===== src/rtl/tqvp_edge_counter_mc.sv =====
// Multi-channel edge counter for the TinyQV peripheral bus: synchronised inputs,
// per-channel counter with compare/auto-reload, sticky match/overflow flags and interrupt.
module tqvp_edge_counter_mc #(
    parameter int NUM_CH      = 4,
    parameter int CNT_WIDTH   = 16,
    parameter int SYNC_STAGES = 2
) (
    input  logic       clk,
    input  logic       rst_n,
    input  logic [7:0] ui_in,
    output logic [7:0] uo_out,
    input  logic [3:0] address,
    input  logic       data_write,
    input  logic [7:0] data_in,
    output logic [7:0] data_out,
    output logic       user_interrupt
);
    localparam logic [2:0] WARM_DONE = 3'(SYNC_STAGES + 1);

    // Replace one byte of a counter-width value; high-byte writes vanish when the width is 8.
    function automatic logic [CNT_WIDTH-1:0] load_byte(input logic [CNT_WIDTH-1:0] cur,
                                                       input logic [7:0] b, input logic hi);
        logic [15:0] t;
        t = 16'(cur);
        if (hi) t[15:8] = b;
        else    t[7:0]  = b;
        return CNT_WIDTH'(t);
    endfunction

    logic [NUM_CH-1:0][SYNC_STAGES-1:0] sync_p0;
    logic [NUM_CH-1:0]    prev_p1, rise_p1, fall_p1;
    logic [2:0]           warm;
    logic                 warm_done;

    logic [CNT_WIDTH-1:0] cnt     [NUM_CH];
    logic [CNT_WIDTH-1:0] cnt_nxt [NUM_CH];
    logic [CNT_WIDTH-1:0] cmp     [NUM_CH];
    logic [3:0]           mode    [NUM_CH];
    logic [CNT_WIDTH-1:0] snap;
    logic [1:0]           sel;
    logic [NUM_CH-1:0]    match_flg, ovf_flg, match_set, ovf_set, sel_hit, irq_en, evt;

    logic wr_ctrl, wr_mode, wr_cnt_lo, wr_cnt_hi, wr_snap, wr_cmp_lo, wr_cmp_hi, wr_status, clr_req;
    logic unused_ui;

    assign wr_ctrl   = data_write && (address == 4'h0);
    assign wr_mode   = data_write && (address == 4'h1);
    assign wr_cnt_lo = data_write && (address == 4'h2);
    assign wr_cnt_hi = data_write && (address == 4'h3) && (CNT_WIDTH > 8);
    assign wr_snap   = data_write && (address == 4'h4);
    assign wr_cmp_lo = data_write && (address == 4'h5);
    assign wr_cmp_hi = data_write && (address == 4'h6) && (CNT_WIDTH > 8);
    assign wr_status = data_write && (address == 4'h7);
    assign clr_req   = wr_ctrl && data_in[7];
    assign warm_done = (warm == WARM_DONE);
    assign unused_ui = ^ui_in;

    // Stage p0/p1: synchronise, then register the detected edge; detection is held off
    // during warm-up so a level present through reset is not mistaken for an edge.
    always_ff @(posedge clk or negedge rst_n) begin
        if (!rst_n) begin
            sync_p0 <= '0;
            prev_p1 <= '0;
            rise_p1 <= '0;
            fall_p1 <= '0;
            warm    <= '0;
        end else begin
            if (!warm_done) warm <= warm + 3'd1;
            for (int ch = 0; ch < NUM_CH; ch++) begin
                sync_p0[ch] <= {sync_p0[ch][SYNC_STAGES-2:0], ui_in[ch]};
                prev_p1[ch] <= sync_p0[ch][SYNC_STAGES-1];
                rise_p1[ch] <= warm_done &&  sync_p0[ch][SYNC_STAGES-1] && !prev_p1[ch];
                fall_p1[ch] <= warm_done && !sync_p0[ch][SYNC_STAGES-1] &&  prev_p1[ch];
            end
        end
    end

    // Stage p2: counter next-state; a CTRL clear targets the channel named in the same write.
    always_comb begin
        for (int ch = 0; ch < NUM_CH; ch++) begin
            sel_hit[ch]   = (ch == int'(sel));
            irq_en[ch]    = mode[ch][2];
            evt[ch]       = (mode[ch][0] && rise_p1[ch]) || (mode[ch][1] && fall_p1[ch]);
            cnt_nxt[ch]   = cnt[ch];
            match_set[ch] = 1'b0;
            ovf_set[ch]   = 1'b0;
            if (clr_req && (ch == int'(data_in[1:0]))) begin
                cnt_nxt[ch] = '0;
            end else if (wr_cnt_lo && sel_hit[ch]) begin
                cnt_nxt[ch] = load_byte(cnt[ch], data_in, 1'b0);
            end else if (wr_cnt_hi && sel_hit[ch]) begin
                cnt_nxt[ch] = load_byte(cnt[ch], data_in, 1'b1);
            end else if (evt[ch]) begin
                ovf_set[ch]   = &cnt[ch];
                match_set[ch] = ((cnt[ch] + CNT_WIDTH'(1)) == cmp[ch]);
                cnt_nxt[ch]   = (match_set[ch] && mode[ch][3]) ? '0 : cnt[ch] + CNT_WIDTH'(1);
            end
        end
    end

    always_ff @(posedge clk or negedge rst_n) begin
        if (!rst_n) begin
            for (int ch = 0; ch < NUM_CH; ch++) begin
                cnt[ch]  <= '0;
                cmp[ch]  <= '0;
                mode[ch] <= '0;
            end
            match_flg <= '0;
            ovf_flg   <= '0;
            sel       <= '0;
            snap      <= '0;
        end else begin
            for (int ch = 0; ch < NUM_CH; ch++) begin
                cnt[ch] <= cnt_nxt[ch];
                if (wr_mode && sel_hit[ch])   mode[ch] <= data_in[3:0];
                if (wr_cmp_lo && sel_hit[ch]) cmp[ch]  <= load_byte(cmp[ch], data_in, 1'b0);
                if (wr_cmp_hi && sel_hit[ch]) cmp[ch]  <= load_byte(cmp[ch], data_in, 1'b1);
                if (wr_snap && sel_hit[ch])   snap     <= cnt[ch];
                match_flg[ch] <= (match_flg[ch] && !(wr_status && data_in[ch]))     || match_set[ch];
                ovf_flg[ch]   <= (ovf_flg[ch]   && !(wr_status && data_in[4 + ch])) || ovf_set[ch];
            end
            if (wr_ctrl) sel <= data_in[1:0];
        end
    end

    logic [15:0] sel_cmp, snap16;
    logic [3:0]  sel_mode;

    always_comb begin
        sel_cmp  = '0;
        sel_mode = '0;
        for (int ch = 0; ch < NUM_CH; ch++) begin
            if (sel_hit[ch]) begin
                sel_cmp  = 16'(cmp[ch]);
                sel_mode = mode[ch];
            end
        end
        snap16   = (|sel_hit) ? 16'(snap) : 16'h0000;
        data_out = 8'h00;
        case (address)
            4'h0:    data_out = {6'b0, sel};
            4'h1:    data_out = {4'b0, sel_mode};
            4'h2:    data_out = snap16[7:0];
            4'h3:    data_out = snap16[15:8];
            4'h5:    data_out = sel_cmp[7:0];
            4'h6:    data_out = sel_cmp[15:8];
            4'h7:    data_out = {4'(ovf_flg), 4'(match_flg)};
            default: data_out = 8'h00;
        endcase
    end

    assign uo_out         = 8'(match_flg);
    assign user_interrupt = |(match_flg & irq_en);
endmodule


===== config.mk =====
export PLATFORM = sky130hd
export DESIGN_NAME = tqvp_edge_counter_mc
export DESIGN_NICKNAME = d
export VERILOG_FILES = /design/src/rtl/tqvp_edge_counter_mc.sv
export SDC_FILE = /design/constraint.sdc
export NUM_CORES = 1
export LEC_CHECK = 0
export CORE_ASPECT_RATIO = 0.6
export CORE_MARGIN = 2
export CORE_UTILIZATION = 65
export CTS_CLUSTER_DIAMETER = 50
export DETAILED_ROUTE_END_ITERATION = 8
export DONT_BUFFER_PORTS = 1
export PLACE_DENSITY_LB_ADDON = 0.3
export SYNTH_ARGS = -nofsm -noshare
export SYNTH_HDL_FRONTEND = slang
export SYNTH_SLANG_ARGS = --single-unit

===== constraint.sdc =====
create_clock -name clk -period 3.12 [get_ports clk]
set_input_delay 0.468 -clock clk [delete_from_list [all_inputs] [get_ports clk]]
set_output_delay 0.468 -clock clk [all_outputs]
set_load 0.02 [all_outputs]

==> impl_metrics.ini, run 1 <==
[timing]
whs_ns = -0.288
fin_worst_skew_ns = 0.0132
drv_slew = 0
setup_tns_ns = 0
hold_viol = 193
finalSetupViolations = 0
relSlewSlack_pct = 48.5
fin_ws_ns = 0.0940
worst_slew_pin_slew_ns = 0.772
rsz0062_at_grt = false
post-route-min-period_ns = 3.03
post-route-period-util_pct = 97.0
fmax_mhz = 330

[cts]
htreeDepth = 4
numCtsBuffers = 17
cts_tree = yes
cts_root_buffer = clkbuf_16
cts_max_path_buffers = 2
clk_pin_slew_ns = 0.07
clock_latency_ns = 0.45
cts_setup_buffers = 0
cts_sinks = 193

[setup_path]
crit_arrival_ns = 3.37
setup.worst_path.end_class = register
r2r-start = cnt[49]
worstPathRequired_ns = 3.46
startpoint_type = register
path_max_fanout = 5
timing_worst_setup_path_type = register to register
timing.critical_path.from = cnt[49]

[finish]
final_cell_mix = dfrtp_1 (191), nand2_1 (171), buf_4 (114)
drive_gt1_share_pct = 19.5
fin_nets = 1409
final_common_cell = dfrtp_1
area_delta_synth_final_pct = 11.1
diodes = 0
finalNonFillerCells = 1639
nFillCells = 1408

[power]
finalPower_mw = 9.56
p_leak_nw = 5.92
power.density_nw_per_um2 = 695
vdd_drop_max_mv = 0.507

[drt]
wirelength_microns = 44800
firstDrtPassIters = 6
drtIter0Drc = 2017
post-route-drc-count = 0
vias = 11747
wire_per_inst_microns = 27.3
ant_nets = 0
vias_per_cell = 7.17

[floorplanning]
die_h_microns = 111
die_w_microns = 182
rows = 39
top_level_ports = 40
core_sq_um = 18800
initial_core_util_pct = 65.7
die_area_sq_um = 20200

[global_route]
grt_pass1_wl_microns = 67900
antenna_found_initial = 0
grt_util_met2_pct = 60.5
grt_max_degree = 194
gr-max-usage-layer = met1
grt_overflow = 0
grt_usage_pct = 45.7
grt_use_met1_pct = 65.7
grt_pass1_vias = 11007
grt_use_met3_pct = 21.7

[place]
numPortBuffers = 0
post-place-ws_ns = 0.153
hpwl_microns = 32400
place.gp.congestion = 1.09
post-place-cells = 1607

[synth]
synthArstFlopShare_pct = 100
yosysUniqueCellTypes = 79
syn_inst = 1336
yosysTopAreaCell = dfrtp_1
ys_seq_area_share_pct = 39.0
synth-main-ff-cell = dfrtp_1
netlist_top_cells_area = dfrtp_1 (39%), mux2_2 (6.7%), nand2_1 (5.2%), mux4_2 (4.4%), xnor2_1 (3.5%)
syn_area_sq_um = 12400
synth_warnings = 0
synth_top_cell_area_share_pct = 39.0
synth_edf_count = 0
syn_area_per_cell_sq_um = 9.27
ys_ff_latch = 193

[run_status]
outcome = complete, but fails checks
violations = negative hold slack

[job]
cap_violations = 0

[hold_path]
hp-class = input port to async pin
-- flip-flops by register name, indices dropped and copies added, names as in the netlist, 4 cells and up --
register and cells:
cmp 64, snap 16, mode 12, sync_p0 8, prev_p1 4, ovf_flg 4
rise_p1 4, match_flg 4, irq_en 4, fall_p1 4, cnt 64
-- metal layers --
metal	vias up	part of all wire, %
met3	131	17
li1	5022	-
met5	-	0
met1	5723	40
met4	0	3.0
met2	871	40
-- cell families after synthesis --
family / after synthesis / synth area share [%]
AO/OA/AOI/OAI: 301 / 16.3
XOR/XNOR: 85 / 6.12
adder cells (fa/ha/maj): 6 / 0.606
buffers and inverters: 128 / 4.50
flip-flops: 193 / 39.0
multiplexers: 107 / 11.8
other: 1 / 0.0303
AND/OR/NAND/NOR: 515 / 21.7
-- synth_stat cells, types with 36 or more instances --
| library cell | instances |
|---|---|
| a22oi_1 | 41 |
| nand2_1 | 171 |
| xnor2_1 | 50 |
| dfrtp_1 | 193 |
| nor2_1 | 66 |
| clkbuf_1 | 46 |
| nor3_1 | 41 |
| nand3_1 | 58 |
| a21oi_1 | 54 |
| nand4_1 | 36 |
| o21ai_0 | 70 |
| mux2_2 | 74 |
-- worst max-delay path, cell delays in order, from the launching register on --
cell,delay (ns)
dfrtp_1,0.45
ha_1,0.24
nand4_1,0.24
nor4_1,0.41
buf_4,0.21
xnor2_1,0.17
xnor2_1,0.14
nor3_1,0.30
nand4_2,0.21
a32o_1,0.30
mux2_2,0.25
-- final timing paths --
kind,end,slack (ns),cells after the start
max,cnt[49],0.09,10
min,warm[1],-0.29,0
max reg2reg,cnt[49],0.09,10
min reg2reg,sync_p0[5],0.35,0
max in group asynchronous,ovf_flg[3],3.14,0
min in group clk,sync_p0[0],0.04,0
-- cell type report --
type                            count  area [sq um]  area share (%)
Tap cell                          246           308            2.24
Inverter                           35           131           0.955
Clock buffer                       20           457            3.32
Clock inverter                     12           139            1.01
Multi-Input combinational cell   1018          7010            51.0
Sequential cell                   193          4830            35.1
Timing Repair Buffer              115           876            6.37
-- stage by stage --
step / instance area [sq um] / hold WS [ns] / utilization (%)
2_1_floorplan: 12400 / 0.172 / -
5_1_grt: 13800 / -0.305 / 73.0
4_1_cts: 13700 / -0.297 / 73.0
3_5_place_dp: 13200 / 0.175 / 69.8
6_report: 13800 / -0.288 / 73.0
3_3_place_gp: 13200 / 0.175 / 69.8
-- power breakdown --
part | total (mW) | switching (mW) | internal (mW)
Combinational | 3.56 | 1.96 | 1.60
Clock | 2.25 | 1.07 | 1.18
Sequential | 3.75 | 0.774 | 2.98
Total | 9.56 | 3.81 | 5.76
-- what timing repair did --
action,4_1_cts,5_1_grt
setup endpoints to repair,0,9
hold endpoints to repair,193,193
resized for setup,0,3
No activity file was read; power rests on OpenSTA's default activity.
==> run 2, diff against run 1 <==
--- a/config.mk
+++ b/config.mk
@@ -6,12 +6,11 @@
 export NUM_CORES = 1
 export LEC_CHECK = 0
 export CORE_ASPECT_RATIO = 0.6
-export CORE_MARGIN = 2
-export CORE_UTILIZATION = 65
+export CORE_UTILIZATION = 63
 export CTS_CLUSTER_DIAMETER = 50
 export DETAILED_ROUTE_END_ITERATION = 8
-export DONT_BUFFER_PORTS = 1
 export PLACE_DENSITY_LB_ADDON = 0.3
+export SLEW_MARGIN = 20
 export SYNTH_ARGS = -nofsm -noshare
 export SYNTH_HDL_FRONTEND = slang
 export SYNTH_SLANG_ARGS = --single-unit
==> impl_metrics.ini, run 2 (synthesis gave the netlist of run 1 again) <==
[run_status]
outcome = complete, but fails checks
violations = negative setup slack

[floorplanning]
die_h_microns = 111
initial_core_util_pct = 64.7
top_level_ports = 40
die_w_microns = 183
core_sq_um = 19100
die_area_sq_um = 20200
rows = 39

[timing]
fin_ws_ns = -0.0337
whs_ns = 0.0502
drv_slew = 0
finalSetupViolations = 5
relSlewSlack_pct = 50.0
hold_viol = 0
post-route-min-period_ns = 3.15
fin_worst_skew_ns = 0.0102
fmax_mhz = 317
post-route-period-util_pct = 101
worst_slew_pin_slew_ns = 0.750

[global_route]
antenna_found_initial = 2
grt_pass1_wl_microns = 73300
grt_max_degree = 85
grt_overflow = 0
grt_usage_pct = 49.4
grt_pass1_vias = 11996

[drt]
post-route-drc-count = 0
vias = 12622
wire_per_inst_microns = 27.6
ant_nets = 0
wirelength_microns = 48600
drtIter0Drc = 2127
vias_per_cell = 7.17
firstDrtPassIters = 9

[finish]
reg.largest.list = cmp (64), cnt (64), snap (16)
nFillCells = 1358
final_cell_mix = dfrtp_1 (188), buf_4 (179), nand2_1 (171)
fin_nets = 1510
area_delta_synth_final_pct = 18.6
final_common_cell = dfrtp_1
multi_input_area_sq_um = 7050
regArea_sq_um = 4840
drive_gt1_share_pct = 23.6

[setup_path]
critPathTopFamily = buffers and inverters
path_max_fanout = 6
crit_arrival_ns = 3.53
timing_worst_setup_path_type = input port to register
critPathMaxStageDelay_ns = 0.56
worstPathRequired_ns = 3.49
setup.worst_path.end_class = register
path_buf_inv = 6
startpoint_type = input port
r2r_slack_ns = 0.07
worst_path_max_delay_cell = clkdlybuf4s50_1
critPathMostFrequentCell = buf_4
cp_cell_sequence = clkdlybuf4s50_1, buf_4, nor4_1, buf_4, nand2_1, nor4b_1, buf_4, buf_4, a211oi_1, nor2b_1, buf_4, nand2_1, o21ai_0

[power]
finalPower_mw = 10.0
p_leak_nw = 6.43
power.density_nw_per_um2 = 681
vdd_drop_max_mv = 0.629

[place]
numPortBuffers = 31
hpwl_microns = 36100
place.gp.congestion = 1.10

[job]
cap_violations = 0

[cts]
numCtsBuffers = 17
clk_pin_slew_ns = 0.07
htreeDepth = 4
cts_hold_buf = 0
cts_root_buffer = clkbuf_16
cts_sinks = 193
clock_latency_ns = 0.46
cts_tree = yes
cts_max_path_buffers = 2

[hold_path]
hp-class = input port to async pin
[run 2: area by class of cell]
class,instances,area share (%)
well taps,266,2.27
clock inverters,13,0.818
flip-flops and latches,193,32.9
inverters,35,0.894
multi-input cells,1018,48.0
repair buffers,216,12.1
clock buffers,18,2.99
diodes,2,0.0341
[run 2: stage by stage]
step                      instance area [sq um]  setup TNS, ns  cells  setup slack (ns)  util (%)
after floorplan                           12400              0   1339             0.293         -
after global placement                    14100         -0.231   1726           -0.0972      73.5
after detailed placement                  14100          -1.68   1726            -0.196      73.5
after CTS                                 14600              0   1759            0.0179      76.5
after global routing                      14700       -0.00897   1759          -0.00897      76.8
final                                     14700        -0.0942   1761           -0.0337      76.8
[run 2: power by group]
part / internal [mW] / switching (mW)
clock network: 1.07 / 1.10
registers: 2.98 / 0.806
logic: 1.74 / 2.30
[run 2: final timing paths]
check,startpoint,end,cells past startpoint
worst min register to register,sync_p0[0],sync_p0[1],0
worst min-delay path,rst_n,cnt[60],1
worst max register to register,cnt[49],cnt[49],9
min in group clk,sync_p0[0],sync_p0[1],0
max in group asynchronous,rst_n,cnt[3],2
worst max-delay path,address[0],cnt[58],13
[run 2: what timing repair did]
action	4_1_cts	5_1_grt
endpoints found under the setup margin	6	20
setup buffers	2	0
gates resized for setup	7	18
pin swaps	0	1
[run 2: worst reg2reg max path, delay by kind of cell, from the launching register on]
family	cells	cell delay [ns]
flops	1	0.37
compound gates	1	0.33
fa+ha+maj	1	0.31
xor+xnor	2	0.33
mux	1	0.26
simple gates	4	1.33
[run 2: routing by layer]
layer  part of all wire, %  track usage, %  vias to the layer above
li1                      -               -                     5235
met1                    38            68.8                     6079
met2                    39            65.6                     1091
met3                    18            23.4                      209
met4                   4.1            17.6                        8
met5                  0.46            7.50                        -
